### src/rtl/mem_access_unit.sv
// Load/store unit between the EX/MEM register and a word-wide data memory.
// Extracts and extends sub-word loads and performs read-modify-write for
// byte/halfword stores. Misaligned or malformed requests raise misalign_err.
//
// Ports:
//   clk, reset            clock and synchronous active-high reset
//   req_*                 request from EX/MEM (valid, read, write, size,
//                         unsigned, byte address, right-aligned store data)
//   mem_address           word-aligned memory address (combinational)
//   mem_write_data        store word to memory (combinational)
//   mem_read, mem_write   memory strobes (combinational)
//   mem_read_data         combinational memory read data
//   stall                 upstream holds the request while high (combinational)
//   load_data, load_valid registered extended load result and its strobe
//   misalign_err          registered one-cycle error pulse
module mem_access_unit (
    input  logic        clk,
    input  logic        reset,
    input  logic        req_valid,
    input  logic        req_read,
    input  logic        req_write,
    input  logic [1:0]  req_size,
    input  logic        req_unsigned,
    input  logic [31:0] req_addr,
    input  logic [31:0] req_wdata,
    output logic [31:0] mem_address,
    output logic [31:0] mem_write_data,
    output logic        mem_read,
    output logic        mem_write,
    input  logic [31:0] mem_read_data,
    output logic        stall,
    output logic [31:0] load_data,
    output logic        load_valid,
    output logic        misalign_err
);
    localparam int unsigned DATA_W = 32;
    localparam logic [1:0]  SIZE_B = 2'b00;
    localparam logic [1:0]  SIZE_H = 2'b01;
    localparam logic [1:0]  SIZE_W = 2'b10;

    typedef enum logic {IDLE, RMW_WR} state_t;

    state_t              state, state_next;
    logic [DATA_W-1:0]   merge_q, merge_next;
    logic [DATA_W-1:0]   addr_q, addr_next;
    logic [DATA_W-1:0]   load_data_next;
    logic                load_valid_next;
    logic                misalign_next;

    logic                access;
    logic                err;
    logic [4:0]          lane_shift;
    logic [DATA_W-1:0]   word_addr;
    logic [DATA_W-1:0]   lane_mask;
    logic [DATA_W-1:0]   lane_wdata;
    logic [DATA_W-1:0]   rd_shifted;
    logic [DATA_W-1:0]   load_ext;

    // Request decode, lane selection, load extension and store merge data
    always_comb begin
        access     = req_valid && (req_read || req_write);
        err        = access && ((req_size == 2'b11) ||
                                ((req_size == SIZE_H) && req_addr[0]) ||
                                ((req_size == SIZE_W) && (req_addr[1:0] != 2'b00)) ||
                                (req_read && req_write));
        word_addr  = {req_addr[31:2], 2'b00};
        lane_shift = (req_size == SIZE_H) ? {req_addr[1], 4'b0000} : {req_addr[1:0], 3'b000};
        rd_shifted = mem_read_data >> lane_shift;
        lane_mask  = ((req_size == SIZE_H) ? 32'h0000_FFFF : 32'h0000_00FF) << lane_shift;
        lane_wdata = ((req_size == SIZE_H) ? DATA_W'(req_wdata[15:0])
                                           : DATA_W'(req_wdata[7:0])) << lane_shift;
        case (req_size)
            SIZE_B:  load_ext = req_unsigned ? DATA_W'(rd_shifted[7:0])
                                             : {{24{rd_shifted[7]}}, rd_shifted[7:0]};
            SIZE_H:  load_ext = req_unsigned ? DATA_W'(rd_shifted[15:0])
                                             : {{16{rd_shifted[15]}}, rd_shifted[15:0]};
            default: load_ext = mem_read_data;
        endcase
    end

    // Next-state and memory-side outputs
    always_comb begin
        state_next      = state;
        merge_next      = merge_q;
        addr_next       = addr_q;
        load_data_next  = load_data;
        load_valid_next = 1'b0;
        misalign_next   = 1'b0;
        mem_address     = word_addr;
        mem_write_data  = '0;
        mem_read        = 1'b0;
        mem_write       = 1'b0;
        stall           = 1'b0;

        case (state)
            IDLE: begin
                if (err) begin
                    misalign_next = 1'b1;
                end else if (access) begin
                    if (req_read) begin
                        mem_read        = 1'b1;
                        load_valid_next = 1'b1;
                        load_data_next  = load_ext;
                    end else if (req_size == SIZE_W) begin
                        mem_write      = 1'b1;
                        mem_write_data = req_wdata;
                    end else begin
                        // Sub-word store: read the word now, write the merge next cycle
                        mem_read   = 1'b1;
                        stall      = 1'b1;
                        merge_next = (mem_read_data & ~lane_mask) | lane_wdata;
                        addr_next  = word_addr;
                        state_next = RMW_WR;
                    end
                end
            end
            RMW_WR: begin
                mem_address    = addr_q;
                mem_write      = 1'b1;
                mem_write_data = merge_q;
                state_next     = IDLE;
            end
            default: state_next = IDLE;
        endcase

        // Reset suppresses any access in the same cycle, including a pending merge write
        if (reset) begin
            mem_read       = 1'b0;
            mem_write      = 1'b0;
            stall          = 1'b0;
            mem_write_data = '0;
        end
    end

    // State and result registers
    always_ff @(posedge clk) begin
        if (reset) begin
            state        <= IDLE;
            merge_q      <= '0;
            addr_q       <= '0;
            load_data    <= '0;
            load_valid   <= 1'b0;
            misalign_err <= 1'b0;
        end else begin
            state        <= state_next;
            merge_q      <= merge_next;
            addr_q       <= addr_next;
            load_data    <= load_data_next;
            load_valid   <= load_valid_next;
            misalign_err <= misalign_next;
        end
    end

endmodule

### config.mk
export PLATFORM = sky130hd
export DESIGN_NAME = mem_access_unit
export DESIGN_NICKNAME = d
export VERILOG_FILES = /design/src/rtl/mem_access_unit.sv
export SDC_FILE = /design/constraint.sdc
export NUM_CORES = 1
export LEC_CHECK = 0
export ABC_AREA = 0
export BUFFER_PORTS_ARGS = -buffer_cell sky130_fd_sc_hd__buf_2
export CORE_UTILIZATION = 34
export DETAILED_ROUTE_END_ITERATION = 7
export PLACE_DENSITY = 0.62
export SYNTH_ARGS = -nofsm -noshare
export SYNTH_HDL_FRONTEND = slang
export SYNTH_SLANG_ARGS = --single-unit
### constraint.sdc
create_clock -name clk -period 4.4 [get_ports clk]
set_input_delay 0.88 -clock clk [delete_from_list [all_inputs] [get_ports clk]]
set_output_delay 0.88 -clock clk [all_outputs]
set_load 0.05 [all_outputs]
; After elaboration in Yosys (flattened, before gate mapping)
; Index checks and enable logic that the tools add are counted.
[word_totals]
in_bits = 104
out_inout_bits = 101
word_cells = 68
register_bits = 97
[classes]
mux = 33
bitwise_logic = 8
eq_ne = 3
reduce_logical = 15
n_shift = 3
[ops]
columns = operator, count
row1 = $mux W32, 8
row2 = $pmux W32 S2, 2
row3 = $shl A16 B5 Y32, 2
row4 = $and A32 B32 Y32, 1
row5 = $mux W16, 2
row6 = $not A32 Y32, 1
row7 = $or A32 B32 Y32, 1
row8 = $shr A32 B5 Y16, 1
row9 = $mux W1, 18
row10 = $logic_and A1 B1 Y1, 5
row11 = $not A1 Y1, 5
row12 = $reduce_and A5 Y1, 1
row13 = $eq A2 B2 Y1 const B, 2
row14 = $logic_or A1 B1 Y1, 4
row15 = $mux W4, 1
row16 = $pmux W1 S2, 2
row17 = $reduce_and A4 Y1, 1
row18 = $reduce_or A4 Y1, 1
row19 = $eq A2 B1 Y1 const B, 1
row20 = $logic_not A2 Y1, 1
row21 = $reduce_bool A2 Y1, 1
row22 = $reduce_or A2 Y1, 1

; Depth between registers and ports, before layout
; Gate-level depths: netlist (run 1).
[depth]
word_depth = 9
ltp_mapped = 8
depth_no_buf = 5

; Least setup slack after synthesis (run 1)
; No wires, ideal clock.
[synth_path]
path_type = in2out
from = input req_size[0]
to = output mem_read
arrival_time_ns = 2.896
n_path_buf = 2
setup_slack_ns = 0.624
t_required_ns = 3.520
stages = 5
cell_sequence = buf_6 clkbuf_1 nand2b_1 a21oi_1 nor4_1
[synth_between]
elab_chain_cells = 9
word_cells_on_any_way = 15
classes_between = eq/ne: 3 / mux: 6 / reduce/logical: 6
[synth_rtl]
columns = item, line_no
row1 = "start, declared", 22  ; input logic [1:0] req_size,
row2 = $eq A2 B1 Y1, 63  ; ((req_size == SIZE_H) && req_addr[0]) ||
row3 = $logic_and A1 B1 Y1, 63
row4 = $logic_or A1 B1 Y1, 62  ; err = access && ((req_size == 2'b11) ||
row5 = $logic_or A1 B1 Y1, 63
row6 = $logic_or A1 B1 Y1, 64  ; ((req_size == SIZE_W) && (req_addr[1:0] != 2'b00)) ||
row7 = $logic_and A1 B1 Y1, 62
row8 = $mux W1 (*), 97  ; if (err) begin
row9 = $mux W1 (*), 95  ; case (state)
row10 = $mux W1 (*), 127  ; if (reset) begin
row11 = "end, declared", 28  ; output logic mem_read,
; Mark *: on every way between the ends. The rest lies on a longest branch, timed or not.

; Worst setup path in the final report (run 1)
[layout_path]
from = input req_size[1]
to = output mem_write_data[6]
[layout_between]
elab_chain_cells = 9
word_cells_on_any_way = 15
classes_between = eq/ne: 3 / mux: 6 / reduce/logical: 6
[layout_rtl]
columns = item, line_no
row1 = $eq A2 B1 Y1, 63
row2 = $logic_and A1 B1 Y1, 63
row3 = $logic_or A1 B1 Y1, 62
row4 = $logic_or A1 B1 Y1, 63
row5 = $logic_or A1 B1 Y1, 64
row6 = $logic_and A1 B1 Y1, 62
row7 = $mux W32 (*), 97
row8 = $pmux W32 S2 (*), 95
row9 = $mux W32 (*), 127
row10 = "end, declared", 27  ; output logic [31:0] mem_write_data,
; Marked as above.

==> results of run 1 <==
[registers in the layout (all words and copies together) (netlist names)]
register,flops
misalign_err,1
merge_q,32
state,1
load_valid,1
addr_q,30
load_data,32
[kinds of logic (layout without fill, tap and decap cells)]
| kind of cell | Yosys count | count (layout) | share of synthesized area |
|---|---|---|---|
| simple gates | 228 | 228 | 0.1895 |
| flops | 97 | 97 | 0.3591 |
| other cells | 1 | 2 | 0.0006935 |
| buf+inv | 66 | 233 | 0.06363 |
| mux | 91 | 91 | 0.1770 |
| compound gates | 166 | 166 | 0.2101 |
[Yosys cell counts (14+ instances only)]
cell	number
a211oi_1	25
a21oi_1	68
buf_2	17
clkbuf_1	25
dfxtp_1	97
mux2_2	37
mux2i_1	54
nand2_1	88
nand2b_1	26
nor2_1	73
o211ai_1	16
o21ai_0	14
[per-stage QoR]
stage,instance area [um^2],setup slack (ps),cells,power (uW),hold slack (ps)
3_5_place_dp,6449,879.6,1013,1349,444.6
6_report,6768,862.2,1028,2178,449.4
3_3_place_gp,6449,951.1,1013,1348,439.0
5_1_grt,6768,700.6,1028,2268,464.2
4_1_cts,6768,884.4,1028,2206,454.9
2_1_floorplan,5411,624.0,650,1220,431.6
[layer usage]
metal,vias to the layer above,global-route usage
li1,2603,-
met1,2369,0.2686
met2,201,0.3251
met3,21,0.05676
met4,2,0.05813
met5,-,0
[power groups by stage]
stage	Clock [uW]	Sequential [uW]	Combinational [uW]
floorplan	0	966	254
global placement	0	934	414
CTS	875	914	417
global route	907	916	445
detailed placement	0	934	415
finish	847	914	417
[layout make-up]
cell class | count | share of cell area
multi-input combinational | 487 | 0.4627
sequential | 97 | 0.2875
timing repair buffer | 211 | 0.1597
tap | 211 | 0.03901
clock buffer | 10 | 0.03531
clock inverter | 5 | 0.01183
inverter | 7 | 0.003882
[path summary, 6_finish.rpt]
| kind | startpoint | to | slack (ps) |
|---|---|---|---|
| max | req_size[1] | mem_write_data[6] | 860 |
| min | addr_q[10] | addr_q[10] | 450 |
| max reg2reg | state | merge_q[21] | 2040 |
| min reg2reg | addr_q[10] | addr_q[10] | 450 |
[worst reg2reg max path: cells and delay by family (launching register included)]
kind / cells / cell delay [ps]
simple gates: 3 / 1090
flops: 1 / 580
buf+inv: 1 / 400
compound gates: 1 / 200
==> results.toml, run 1 <==
[layout]
final_cell_mix = "201 x buf_2, 96 x dfxtp_1, 88 x nand2_1"
syn2layout_area_growth_pct = 25.15
register_area_um2 = 1946
fill_cells = 1597
multiInputGateArea_um2 = 3132
fin_util = 0.4403
num_antenna_cells = 0
final_nets = 917
layout_commonest_cell = "buf_2"
drive_above_1_share = 0.3525

[route]
drtIter0Drc = 258
met3_length_um = 1388
first_pass_iters = 5
post-route-drc-count = 0
vias = 5196
wl_met2_um = 7760
wl_per_cell_um = 16.64
ant_nets = 0
detail_route.vias_per_cell = 5.054
met1Wirelength_um = 7658
top_layer_used = "met5"
wl_um = 17100

[hold_path]
min_path_cells = 2
hp-class = "flop to flop"

[logic_synthesis]
synth_flop_cell = "dfxtp_1"
synth_area_per_cell_um2 = 8.332
syn-cell-area_um2 = 5408
synth.area.top_cells = "dfxtp_1 36%, mux2i_1 10%, mux2_2 7.7%"
yosysWarnings = 0
yosysTopAreaCell = "dfxtp_1"
yosysUniqueCellTypes = 44
synth_edf_count = 0
synthCells = 649
async_reset_ff_frac = 0
synth-seq-cells = 97
yosysSeqAreaShare = 0.3591
synth_top_area_frac = 0.3591

[cts]
clock_latency_ps = 350
h-tree-depth = 3
postCtsSetupBuffers = 0
cts_resized = 0
cts-hold-fix-buffers = 0
clkTransAtPathRegs_ps = 60
cts_tree = "yes"
cts_buffer_depth = 2
cts.sinks = 97
root_buffer = "clkbuf_16"
numCtsBuffers = 9

[run]
cap_violations = 0

[timing]
hold_violations = 0
relSlewSlack = 0.4694
min_period_over_period = 0.8040
final.setup.tns_ps = 0
finalSetupViolations = 0
finalMaxSlewViolations = 0
max_freq_ghz = 0.2827
rsz0062_at_grt = "false"
finalCriticalPeriod_ps = 3538
skew_ps = 5.315
tightest_slew_ps = 795.9

[floorplan]
row_count = 45
die_w_um = 128.1
dieArea_um2 = 16410
chipHeight_um = 128.1
initial_utilization = 0.3518
io-pin-count = 205
core_um2 = 15370

[status]
outcome = "completed"

[power_and_ir_drop]
p_sw_uw = 633.7
p_clk_frac = 0.389
internal_power_uw = 1544
peakVddDrop_v = 0.0001622
power.density_nw_per_um2 = 321.8
power_frac_seq = 0.420
pwr-share-comb = 0.191
leakagePower_uw = 0.002793
sw_frac_of_total = 0.2910

[grt]
grt_pass1_wl_um = 25670
antenna_found_initial = 2
grt-ovfl-total = 0
grt_pass1_vias = 4686
track_usage = 0.2041
grt_max_degree = 52

[critical_path]
max_stage_delay_ps = 520
path_buf_inv = 3
worstRegToRegCells = 5
worstPathArrival_ps = 2660
path_class = "input pin to output pin"
end_kind = "output pin"
critPathTopFamily = "buffers and inverters"
cp_max_fo = 38
cpMostUsedCell = "nor2_1"
cp_slowest_cell = "buf_2"
cp_data_required_time_ps = 3520
crit_chain = "buf_2 > a21oi_2 > nor2_1 > nor2_1 > o21bai_2 > buf_4 > nor2_1 > buf_2"
startpoint_type = "input pin"
cp_num_cells = 8

[placement]
hpwl_um = 12340
port_buffers = 202
place_congestion = 0.8679
Power figures use the tool's default switching activity.
==> run 2, diff against run 1 <==
PLACE_DENSITY = 0.64   (was 0.62)
clock period = 3.16 ns   (was 4.4 ns; I/O delays follow)
==> run 2 against run 1 <==
Sequential share of layout area decreased by 0.38 points. Combinational power increased by 42%. Routed wire length increased by 2.1%. Worst hold slack improved by 1.7 ps. Critical path depth decreased by 5. First-iteration DRC count decreased by 4.3%. Design area increased by 1.3%. Sequential power increased by 39%. Final cell count increased by 0.88%. Largest power group unchanged.
==> results.toml, run 2 (synthesis results as in run 1) <==
[floorplan]
dieArea_um2 = 16410
chipHeight_um = 128.1
initial_utilization = 0.3518
die_w_um = 128.1
row_count = 45
core_um2 = 15370
io-pin-count = 205

[grt]
grtUsageMet2 = 0.3398
global_route.usage.met3 = 0.05593
track_usage = 0.2109
grt_pass1_wl_um = 26690
grt_busiest_layer = "met2"
grt-ovfl-total = 0
use_met1 = 0.2707
antenna_found_initial = 0
grt_max_degree = 81
grt_pass1_vias = 4827

[route]
first_pass_iters = 5
drtIter0Drc = 247
vias = 5272
detail_route.vias_per_cell = 5.084
wl_um = 17470
post-route-drc-count = 0
ant_nets = 0
wl_per_cell_um = 16.84

[layout]
final_area_um2 = 6859
syn2layout_area_growth_pct = 26.84
num_antenna_cells = 0
final_cell_mix = "201 x buf_2, 96 x dfxtp_1, 88 x nand2_1"
layout_commonest_cell = "buf_2"
top_regs = "load_data: 32 flops, merge_q: 32 flops, addr_q: 30 flops"
fill_cells = 1602
stdcell_count = 1037
final_nets = 926
drive_above_1_share = 0.3584

[cts]
cts-hold-fix-buffers = 0
numCtsBuffers = 9
cts.sinks = 97
cts_buffer_depth = 2
root_buffer = "clkbuf_16"
postCtsSetupBuffers = 0
cts_tree = "yes"
cts_resized = 0
clkTransAtPathRegs_ps = 70
h-tree-depth = 3
clock_latency_ps = 350

[status]
outcome = "completed"

[placement]
place_congestion = 0.8718
dp_slack_ps = 570.7
port_buffers = 202
postPlaceCellArea_um2 = 6548
hpwl_um = 12780
dpl.cell_count = 1022

[critical_path]
crit_chain = "buf_4 > mux2_2 > buf_2"
max_stage_delay_ps = 780
end_kind = "output pin"
cp_slowest_cell = "dfxtp_4"
worstRegToRegCells = 5
cp_max_fo = 44
startpoint_type = "flop"
worstPathArrival_ps = 2090
cp_data_required_time_ps = 2530
path_class = "flop to output pin"

[timing]
skew_ps = 6.881
finalMaxSlewViolations = 0
final.setup.tns_ps = 0
rsz0062_at_grt = "false"
finalSetupViolations = 0
finalCriticalPeriod_ps = 2723
tightest_slew_ps = 832.4
hold_violations = 0
min_period_over_period = 0.8617
max_freq_ghz = 0.3672
layout_setup_ws_ps = 437.0
relSlewSlack = 0.4451

[power_and_ir_drop]
peakVddDrop_v = 0.0003166
power.density_nw_per_um2 = 443.6
finalPower_uw = 3043
leakagePower_uw = 0.002851

[hold_path]
min_path_cells = 2
hp-class = "flop to flop"

[run]
cap_violations = 0
## run 2: worst paths after layout
kind              startpoint         endpoint  slack [ps]
setup / recovery       state  mem_address[28]         440
hold / removal    merge_q[9]       merge_q[9]         450
setup reg to reg       state        addr_q[2]         990
hold reg to reg   merge_q[9]       merge_q[9]         450
## run 2: where the power goes
| part | internal, uW | switching, uW |
|---|---|---|
| combinational | 196 | 397 |
| sequential | 1250 | 19.3 |
| clock | 710 | 467 |
## run 2: worst max-delay path: cells and delay by family (launching register included)
family	cells	cell delay (ps)
flip-flops	1	780
multiplexers	1	370
buffers and inverters	2	560
## run 2: routing by layer
metal	vias up	share of wire
met5	-	0
met4	0	0.022
met3	22	0.080
met2	212	0.46
met1	2415	0.44
li1	2623	-
## run 2: layout make-up
cell class | instances | area (um^2) | share of cell area
Clock inverter | 3 | 65.06 | 0.009486
Clock buffer | 12 | 246.5 | 0.03594
Timing Repair Buffer | 220 | 1174 | 0.1711
Inverter | 7 | 26.28 | 0.003831
Sequential cell | 97 | 1946 | 0.2837
Tap cell | 211 | 264.0 | 0.03849
Multi-Input combinational cell | 487 | 3138 | 0.4575
## run 2: metrics by stage
| step | hold WS, ps | utilization |
|---|---|---|
| final | 451.1 | 0.4462 |
| after global routing | 467.7 | 0.4462 |
| after CTS | 452.4 | 0.4462 |
| after detailed placement | 443.9 | 0.4260 |
| after global placement | 440.7 | 0.4260 |
| after floorplan | 431.6 | - |
